File: src/rtl/demo_de0_sys_state_ram_pkg.sv
// Shared constants for the DE0 system state RAM and its write arbiter.
package demo_de0_sys_state_ram_pkg;

  localparam int unsigned STATE_RAM_ADDR_W = 1;
  localparam int unsigned STATE_RAM_DATA_W = 2;

  // Index width for n items; never narrower than one bit.
  function automatic int unsigned idx_width(input int unsigned n);
    return (n > 1) ? $clog2(n) : 1;
  endfunction

endpackage

File: src/rtl/demo_de0_sys_rr_select.sv
// Combinational round-robin pick: first set request after last_grant, wrapping.
module demo_de0_sys_rr_select
  import demo_de0_sys_state_ram_pkg::*;
#(
  parameter int unsigned NUM_REQ = 4
) (
  input  logic [NUM_REQ-1:0]                 req_i,
  input  logic [idx_width(NUM_REQ)-1:0]      last_grant_i,
  output logic [NUM_REQ-1:0]                 grant_o
);

  localparam int unsigned IW = idx_width(NUM_REQ);

  int unsigned idx;
  logic        found;

  always_comb begin
    grant_o = '0;
    found   = 1'b0;
    idx     = 0;
    for (int unsigned k = 1; k <= NUM_REQ; k++) begin
      idx = (32'(last_grant_i) + k) % NUM_REQ;
      if (!found && req_i[IW'(idx)]) begin
        grant_o[IW'(idx)] = 1'b1;
        found             = 1'b1;
      end
    end
  end

endmodule

File: src/rtl/demo_de0_sys_state_ram_arbiter.sv
// Round-robin arbiter feeding the state-RAM write port through one register slot.
// Define STATE_RAM_ARB_LOCK_EN to add req_lock (bounded repeat grants).
module demo_de0_sys_state_ram_arbiter
  import demo_de0_sys_state_ram_pkg::*;
#(
  parameter int unsigned NUM_REQ  = 4,
  parameter int unsigned ADDR_W   = STATE_RAM_ADDR_W,
  parameter int unsigned DATA_W   = STATE_RAM_DATA_W,
  parameter int unsigned MAX_LOCK = 8
) (
  input  logic                          clk,
  input  logic                          reset,
  input  logic [NUM_REQ-1:0]            req_valid,
`ifdef STATE_RAM_ARB_LOCK_EN
  input  logic [NUM_REQ-1:0]            req_lock,
`endif
  input  logic [NUM_REQ*ADDR_W-1:0]     req_address,
  input  logic [NUM_REQ*DATA_W-1:0]     req_writedata,
  output logic [NUM_REQ-1:0]            req_ready,
  output logic [ADDR_W-1:0]             wr_address,
  output logic [DATA_W-1:0]             wr_writedata,
  output logic                          wr_write,
  input  logic                          wr_waitrequest,
  output logic [idx_width(NUM_REQ)-1:0] grant_id
);

  localparam int unsigned IW = idx_width(NUM_REQ);

  if (NUM_REQ < 2 || NUM_REQ > 8 || MAX_LOCK < 1) begin : g_bad_param
    $error("demo_de0_sys_state_ram_arbiter: NUM_REQ must be 2..8, MAX_LOCK >= 1");
  end

  logic [ADDR_W-1:0]  wr_address_q, wr_address_d;
  logic [DATA_W-1:0]  wr_writedata_q, wr_writedata_d;
  logic               wr_write_q, wr_write_d;
  logic [IW-1:0]      grant_id_q, grant_id_d;
  logic [IW-1:0]      last_grant_q, last_grant_d;

  logic [NUM_REQ-1:0] grant_oh;
  logic [IW-1:0]      gidx;
  logic [ADDR_W-1:0]  sel_addr;
  logic [DATA_W-1:0]  sel_data;
  logic               slot_free;

  demo_de0_sys_rr_select #(
    .NUM_REQ (NUM_REQ)
  ) u_rr_select (
    .req_i        (req_valid),
    .last_grant_i (last_grant_q),
    .grant_o      (grant_oh)
  );

  // Free when empty or when the RAM takes the current beat this edge.
  assign slot_free = !wr_write_q || !wr_waitrequest;
  assign req_ready = (slot_free && !reset) ? grant_oh : '0;

  always_comb begin
    gidx     = '0;
    sel_addr = '0;
    sel_data = '0;
    for (int unsigned i = 0; i < NUM_REQ; i++) begin
      if (grant_oh[i]) begin
        gidx     = IW'(i);
        sel_addr = req_address[i*ADDR_W +: ADDR_W];
        sel_data = req_writedata[i*DATA_W +: DATA_W];
      end
    end
  end

`ifdef STATE_RAM_ARB_LOCK_EN
  localparam int unsigned LW = idx_width(MAX_LOCK + 1);

  logic [LW-1:0] lock_cnt_q, lock_cnt_d, lock_run;
  logic [IW-1:0] lock_id_q, lock_id_d;
  logic          locked;

  assign locked   = |(grant_oh & req_lock);
  assign lock_run = (lock_cnt_q != '0 && lock_id_q == gidx) ? lock_cnt_q + LW'(1) : LW'(1);
`endif

  always_comb begin
    wr_address_d   = wr_address_q;
    wr_writedata_d = wr_writedata_q;
    wr_write_d     = wr_write_q;
    grant_id_d     = grant_id_q;
    last_grant_d   = last_grant_q;
`ifdef STATE_RAM_ARB_LOCK_EN
    lock_cnt_d     = lock_cnt_q;
    lock_id_d      = lock_id_q;
`endif
    if (slot_free) begin
      if (|grant_oh) begin
        wr_address_d   = sel_addr;
        wr_writedata_d = sel_data;
        wr_write_d     = 1'b1;
        grant_id_d     = gidx;
`ifdef STATE_RAM_ARB_LOCK_EN
        // A locked grant keeps last_grant so the same requester wins again,
        // until the run reaches MAX_LOCK and the pointer is forced forward.
        if (locked && lock_run != LW'(MAX_LOCK)) begin
          lock_cnt_d = lock_run;
          lock_id_d  = gidx;
        end else begin
          lock_cnt_d   = '0;
          last_grant_d = gidx;
        end
`else
        last_grant_d   = gidx;
`endif
      end else begin
        wr_write_d = 1'b0;
      end
    end
  end

  always_ff @(posedge clk) begin
    if (reset) begin
      wr_address_q   <= '0;
      wr_writedata_q <= '0;
      wr_write_q     <= 1'b0;
      grant_id_q     <= '0;
      last_grant_q   <= IW'(NUM_REQ - 1);
`ifdef STATE_RAM_ARB_LOCK_EN
      lock_cnt_q     <= '0;
      lock_id_q      <= '0;
`endif
    end else begin
      wr_address_q   <= wr_address_d;
      wr_writedata_q <= wr_writedata_d;
      wr_write_q     <= wr_write_d;
      grant_id_q     <= grant_id_d;
      last_grant_q   <= last_grant_d;
`ifdef STATE_RAM_ARB_LOCK_EN
      lock_cnt_q     <= lock_cnt_d;
      lock_id_q      <= lock_id_d;
`endif
    end
  end

  assign wr_address   = wr_address_q;
  assign wr_writedata = wr_writedata_q;
  assign wr_write     = wr_write_q;
  assign grant_id     = grant_id_q;

endmodule

File: config.mk
export PLATFORM = sky130hd
export DESIGN_NAME = demo_de0_sys_state_ram_arbiter
export DESIGN_NICKNAME = d
export VERILOG_FILES = /design/src/rtl/demo_de0_sys_state_ram_pkg.sv /design/src/rtl/demo_de0_sys_rr_select.sv /design/src/rtl/demo_de0_sys_state_ram_arbiter.sv
export SDC_FILE = /design/constraint.sdc
export NUM_CORES = 1
export LEC_CHECK = 0
export ABC_AREA = 1
export BUFFER_PORTS_ARGS = -buffer_cell sky130_fd_sc_hd__buf_2
export CAP_MARGIN = 15
export CELL_PAD_IN_SITES_DETAIL_PLACEMENT = 0
export CELL_PAD_IN_SITES_GLOBAL_PLACEMENT = 1
export CORE_MARGIN = 8
export CORE_UTILIZATION = 30
export CTS_CLUSTER_DIAMETER = 120
export DETAILED_ROUTE_END_ITERATION = 16
export PLACE_DENSITY = 0.67
export SETUP_SLACK_MARGIN = 0.15
export SYNTH_ARGS = -nofsm -noshare
export SYNTH_HDL_FRONTEND = slang
export SYNTH_SLANG_ARGS = --single-unit
File: constraint.sdc
create_clock -name clk -period 2.5 [get_ports clk]
set_input_delay 0 -clock clk [delete_from_list [all_inputs] [get_ports clk]]
set_output_delay 0 -clock clk [all_outputs]
set_load 0.05 [all_outputs]
* Word-level counts from Yosys, hierarchy flattened
Index checks and enable logic that the tools add are counted.
Cells by class: add/subtract/negate cells 4, magnitude comparators 8, multiplexer cells 36, bitwise logic cells 3, reduce and logical (&&, ||, !) cells 17
Operator list (count):
- 2-to-1 mux 4 bit | 5
- 2-to-1 mux 1 bit | 17
- < comparator 2 x 3 -> 1 bit, second input constant | 4
- 2-to-1 mux 2 bit | 6
- bitwise OR 4 bit | 3
- binary-select mux 1 bit (select 2 bit) | 4
- demux 1 bit (select 2 bit) | 4
- greater-or-equal comparator 2 x 1 -> 1 bit, second input constant | 4
- logical AND 1 bit | 8
- logical NOT 1 bit | 6
- adder 2 x 1 -> 2 bit, second input constant | 2
- adder 2 bit, second input constant | 2
- OR reduction 4 bit | 1
- AND reduction 2 bit | 1
- logical OR 1 bit | 1
Storage, ports and cells: bits in registers 8, input port bits 19, output and inout bits 10, word-level logic and storage cells 73

* Longest topological paths before layout
depth after elaboration 17, mapped depth 17, mapped depth without buffers 15

* Hierarchy
A second synthesis with hierarchy kept.
Second synthesis, totals: cell total of the unflattened synthesis 152, area total of the unflattened synthesis 890.9 µm²
By module, submodules not included:
- demo_de0_sys_state_ram_arbiter | instances 1, cells an instance 77, area an instance 469.2 µm², seq. area each 160.2 µm²
- demo_de0_sys_rr_select | instances 1, cells an instance 75, area an instance 421.7 µm², seq. area each 0.0 µm²

* Least setup slack after synthesis
Ideal clock, no wire load.
path kind register to output, start point register last_grant_q[0], end point output port req_ready[2], data arrival time 2.430 ns, required time 2.500 ns, path slack 0.070 ns, stages on the path, launching flop included 13, buffers on the path 1, cell sequence dfxtp_1 -> buf_6 -> inv_6 -> ha_1 -> inv_1 -> nand3_4 -> nand2_4 -> nand2_4 -> nor2_4 -> nand2_1 -> nand3_2 -> inv_1 -> nor2_1
Between the ends: cells in the longest elaborated chain, start to end 14, elaborated cells on any way between the ends 49, classes of those cells 4 x add/sub; 8 x order compare; 24 x mux; 3 x bitwise; 10 x reduce/logical
Ends and longest elaborated chain:
- start, declared | RTL line demo_de0_sys_state_ram_arbiter.sv:37 | logic [IW-1:0] last_grant_q, last_grant_d;
- start signal, assigned | RTL line demo_de0_sys_state_ram_arbiter.sv:122 | last_grant_q <= IW'(NUM_REQ - 1);
- start signal, assigned | RTL line demo_de0_sys_state_ram_arbiter.sv:132 | last_grant_q <= last_grant_d;
- parallel branches: the longest is 12 deep, another holds < comparator 2 x 3 -> 1 bit
- 2-to-1 mux 4 bit (*) | RTL line demo_de0_sys_rr_select.sv:23 | if (!found && req_i[IW'(idx)]) begin
- 2-to-1 mux 4 bit (*) | RTL line demo_de0_sys_state_ram_arbiter.sv:55 | assign req_ready = (slot_free && !reset) ? grant_oh : '0;
- end, declared | RTL line demo_de0_sys_state_ram_arbiter.sv:19 | output logic [NUM_REQ-1:0] req_ready,
Mark *: on every way between the ends. The select of a mux whose other input is x is not followed.

* Worst setup path after layout
start point register last_grant_q[0], end point output port req_ready[3]
Same word-level chain as after synthesis.

==> impl_results.md <==
- Outcome: finished, final reports clean
- CP Max Fanout: 11
- Row count: 21
- Critical Path RT: 2500 ps
- Nets: 227
- Crit path kind: flop to output port
- Tot GR Track Use: 10.1%
- Clock Sinks: 8
- Pwr dens: 1630 nW/um^2
- Leading area contributor after synthesis: nand2_1
- Slew Limit Fails: 0
- Initial antenna violation count: 0
- Slew margin rel.: 73.2%
- Syn nets: approximately 190
- Final hold slack: 118 ps
- Largest net degree at the start of global routing: 13
- Root Buffer: clkbuf_4
- R2r startpoint: last_grant_q[0]
- Syn avg cell area: 6.27 um^2
- DR vias: 1096
- RSZ-0062 raised after global routing: no
- Num ports: 29
- Worst Hold Launch: req_address[2]
- Final hold vios: 0
- # port buffers: 28
- First-pass GRT wire length: 4550 um
- Skew-Pair Late Insertion Delay: 250 ps
- Leakage Power: 0.000720 uW
- Post-synth top area share: 22.1%
- Total grt overflow: 0
- CTS tree: yes
- Vias in the first global route: around 1.1k
- Register-to-Register Setup Slack: 370 ps
- Max-Cap Viols: 0
- Yosys warning count: 0
- Routed wire length: 2700 um
- DR pass1 iterations: 4
- VDD IR max: between 600 and 700 uV
- DRC: 0
- Worst EP arrival: about 2200 ps
- Fmax: 455 MHz
- Setup TNS Final: 0 ps
- Placed Instance Area: around 1200 um^2
- Sequential fraction of the synthesis area: 15.5%
- Total CTS buffers: 3
- Post-CTS Setup Inserts: 0
- Netlist Area Pre-Place: 1030 um^2
- Power, Total: approximately 2100 uW
- Htree depth: 1
- FF-to-FF path depth: 15
- Share of cells above drive strength 1: 33.3%
- Routed Antenna Nets: 0
- Initial Util: 31.0%
- Worst Hold Class: input port to flop
- Die Width: roughly 75 um
- Post-synthesis register bit count: 8
- Top area cells in the synthesized netlist: nand2_1 (22%), dfxtp_1 (15%), nand3_1 (14%)
- Fin crit share: between 80% and 90%
- Slew @ Worst Pin: 398 ps
- DR vias/cell: 4.49
- Setup Skew: around 2.8 ps
- Clock transition at the registers of the reported paths: 50 ps
- Full die area: 5580 um^2
- Capture point of the worst reg-to-reg path: wr_address
- Worst Hold Depth: 5
- Mapped Cells: 165
- Final Critical Period: 2200 ps
- Clk buf depth: 2
- N_diodes: 0
- Final Instance Area: 1280 um^2
- Die Ht: 74.7 um
- Layout area overhead: 23.6%
- DR WL/cell: between 10 and 15 um
- Setup crit end kind: output port
- Critical Path Start Type: flop
- Hold path endpoint: wr_address
- Cell variety after synth: 18
- RD Place Congestion: 0.793
- Dpl hpwl: roughly 2300 um
- Initial drt markers: 69
- Final setup vio count: 0
- Core Region: 3340 um^2
-- sequential cells by signal, indices dropped and copies added, names as in the netlist --
| signal | flops |
|---|---|
| grant_id | 2 |
| wr_address | 1 |
| wr_writedata | 2 |
| last_grant_q | 2 |
| wr_write | 1 |
-- cell usage in the layout (no fill, tap or decap), types with 2 or more instances in the layout --
cell type,Yosys,routed
clkbuf_4,0,3
nand3_4,2,2
nand2_1,61,61
buf_2,0,26
nand3_1,28,28
nor2_1,11,9
dfxtp_1,8,7
nand2_2,6,6
nor2_2,1,3
nand3_2,2,2
nor2_4,4,4
ha_1,8,7
inv_1,18,17
buf_4,0,5
nand2_4,6,6
a21oi_2,4,5
-- repair_timing --
item                                   4_1_cts  5_1_grt
gates resized for setup                      2        3
setup endpoints to repair                    2       12
hold buffers                                 1        0
endpoints found under the hold margin        2        0
pin swaps                                    0        0
-- critical path, cell delays in order (launching register included) --
cell and delay [ps]:
dfxtp_2 340, inv_6 110, ha_2 320, inv_2 100
nand3_4 100, nand2_4 110, nand2_4 60, nor2_2 140
nand2_1 80, nand3_2 150, inv_1 120, nor2_2 100
buf_4 200
-- synthesized netlist by cell type --
library cell  instances
a21oi_2               4
nor2_2                1
buf_6                 1
nand2_1              61
nor2_1               11
nand3_1              28
nand3_4               2
buf_8                 1
nand2_4               6
nand3_2               2
nand2_2               6
a21oi_1               2
ha_1                  8
inv_6                 1
inv_1                18
o21ai_0               1
dfxtp_1               8
nor2_4                4
-- per-stage QoR --
stage / util, % / instances / setup WS [ps]
2_1_floorplan: - / 165 / 179
5_1_grt: 38.3 / 244 / 149
3_5_place_dp: 37.1 / 240 / 242
6_report: 38.3 / 244 / 304
4_1_cts: 38.2 / 244 / 132
3_3_place_gp: 37.1 / 240 / 294
-- power by group --
part           switching [uW]  total (uW)  internal [uW]
Clock                    42.1        96.9           54.8
Combinational            1220        1780            559
Sequential               26.0         209            183
Total                    1290        2090            797
-- logic make-up (layout without fill, tap and decap cells) --
family                   Yosys count  after routing  synth area share [%]
AO/OA/AOI/OAI                      7              7                  4.84
adder cells (fa/ha/maj)            8              8                  9.67
buffers and inverters             21             54                  9.91
flip-flops                         8              8                  15.5
AND/OR/NAND/NOR                  121            121                  60.1
-- per-layer routing --
layer  GRT usage, %  up-vias  wire (um)
met4           3.26        0          0
li1               -      581          -
met1           13.1      502       1310
met5              0        -          0
met3           1.33        0         84
met2           16.6       13       1300
-- worst max path at each step --
| stage | startpoint | to |
|---|---|---|
| CTS | last_grant_q[0] | req_ready[3] |
| global placement | last_grant_q[0] | wr_address |
| detailed placement | last_grant_q[0] | wr_address |
| floorplan | last_grant_q[0] | req_ready[0] |
| finish | last_grant_q[0] | req_ready[3] |
| global route | last_grant_q[0] | req_ready[3] |
-- layout make-up --
class	count	area, um^2
fillers	389	2060
multi-input cells	136	783
repair buffers	32	178
flip-flops and latches	8	161
inverters	19	76.3
well taps	46	57.6
clock buffers	3	22.5
No activity file was read; power rests on OpenSTA's default activity.
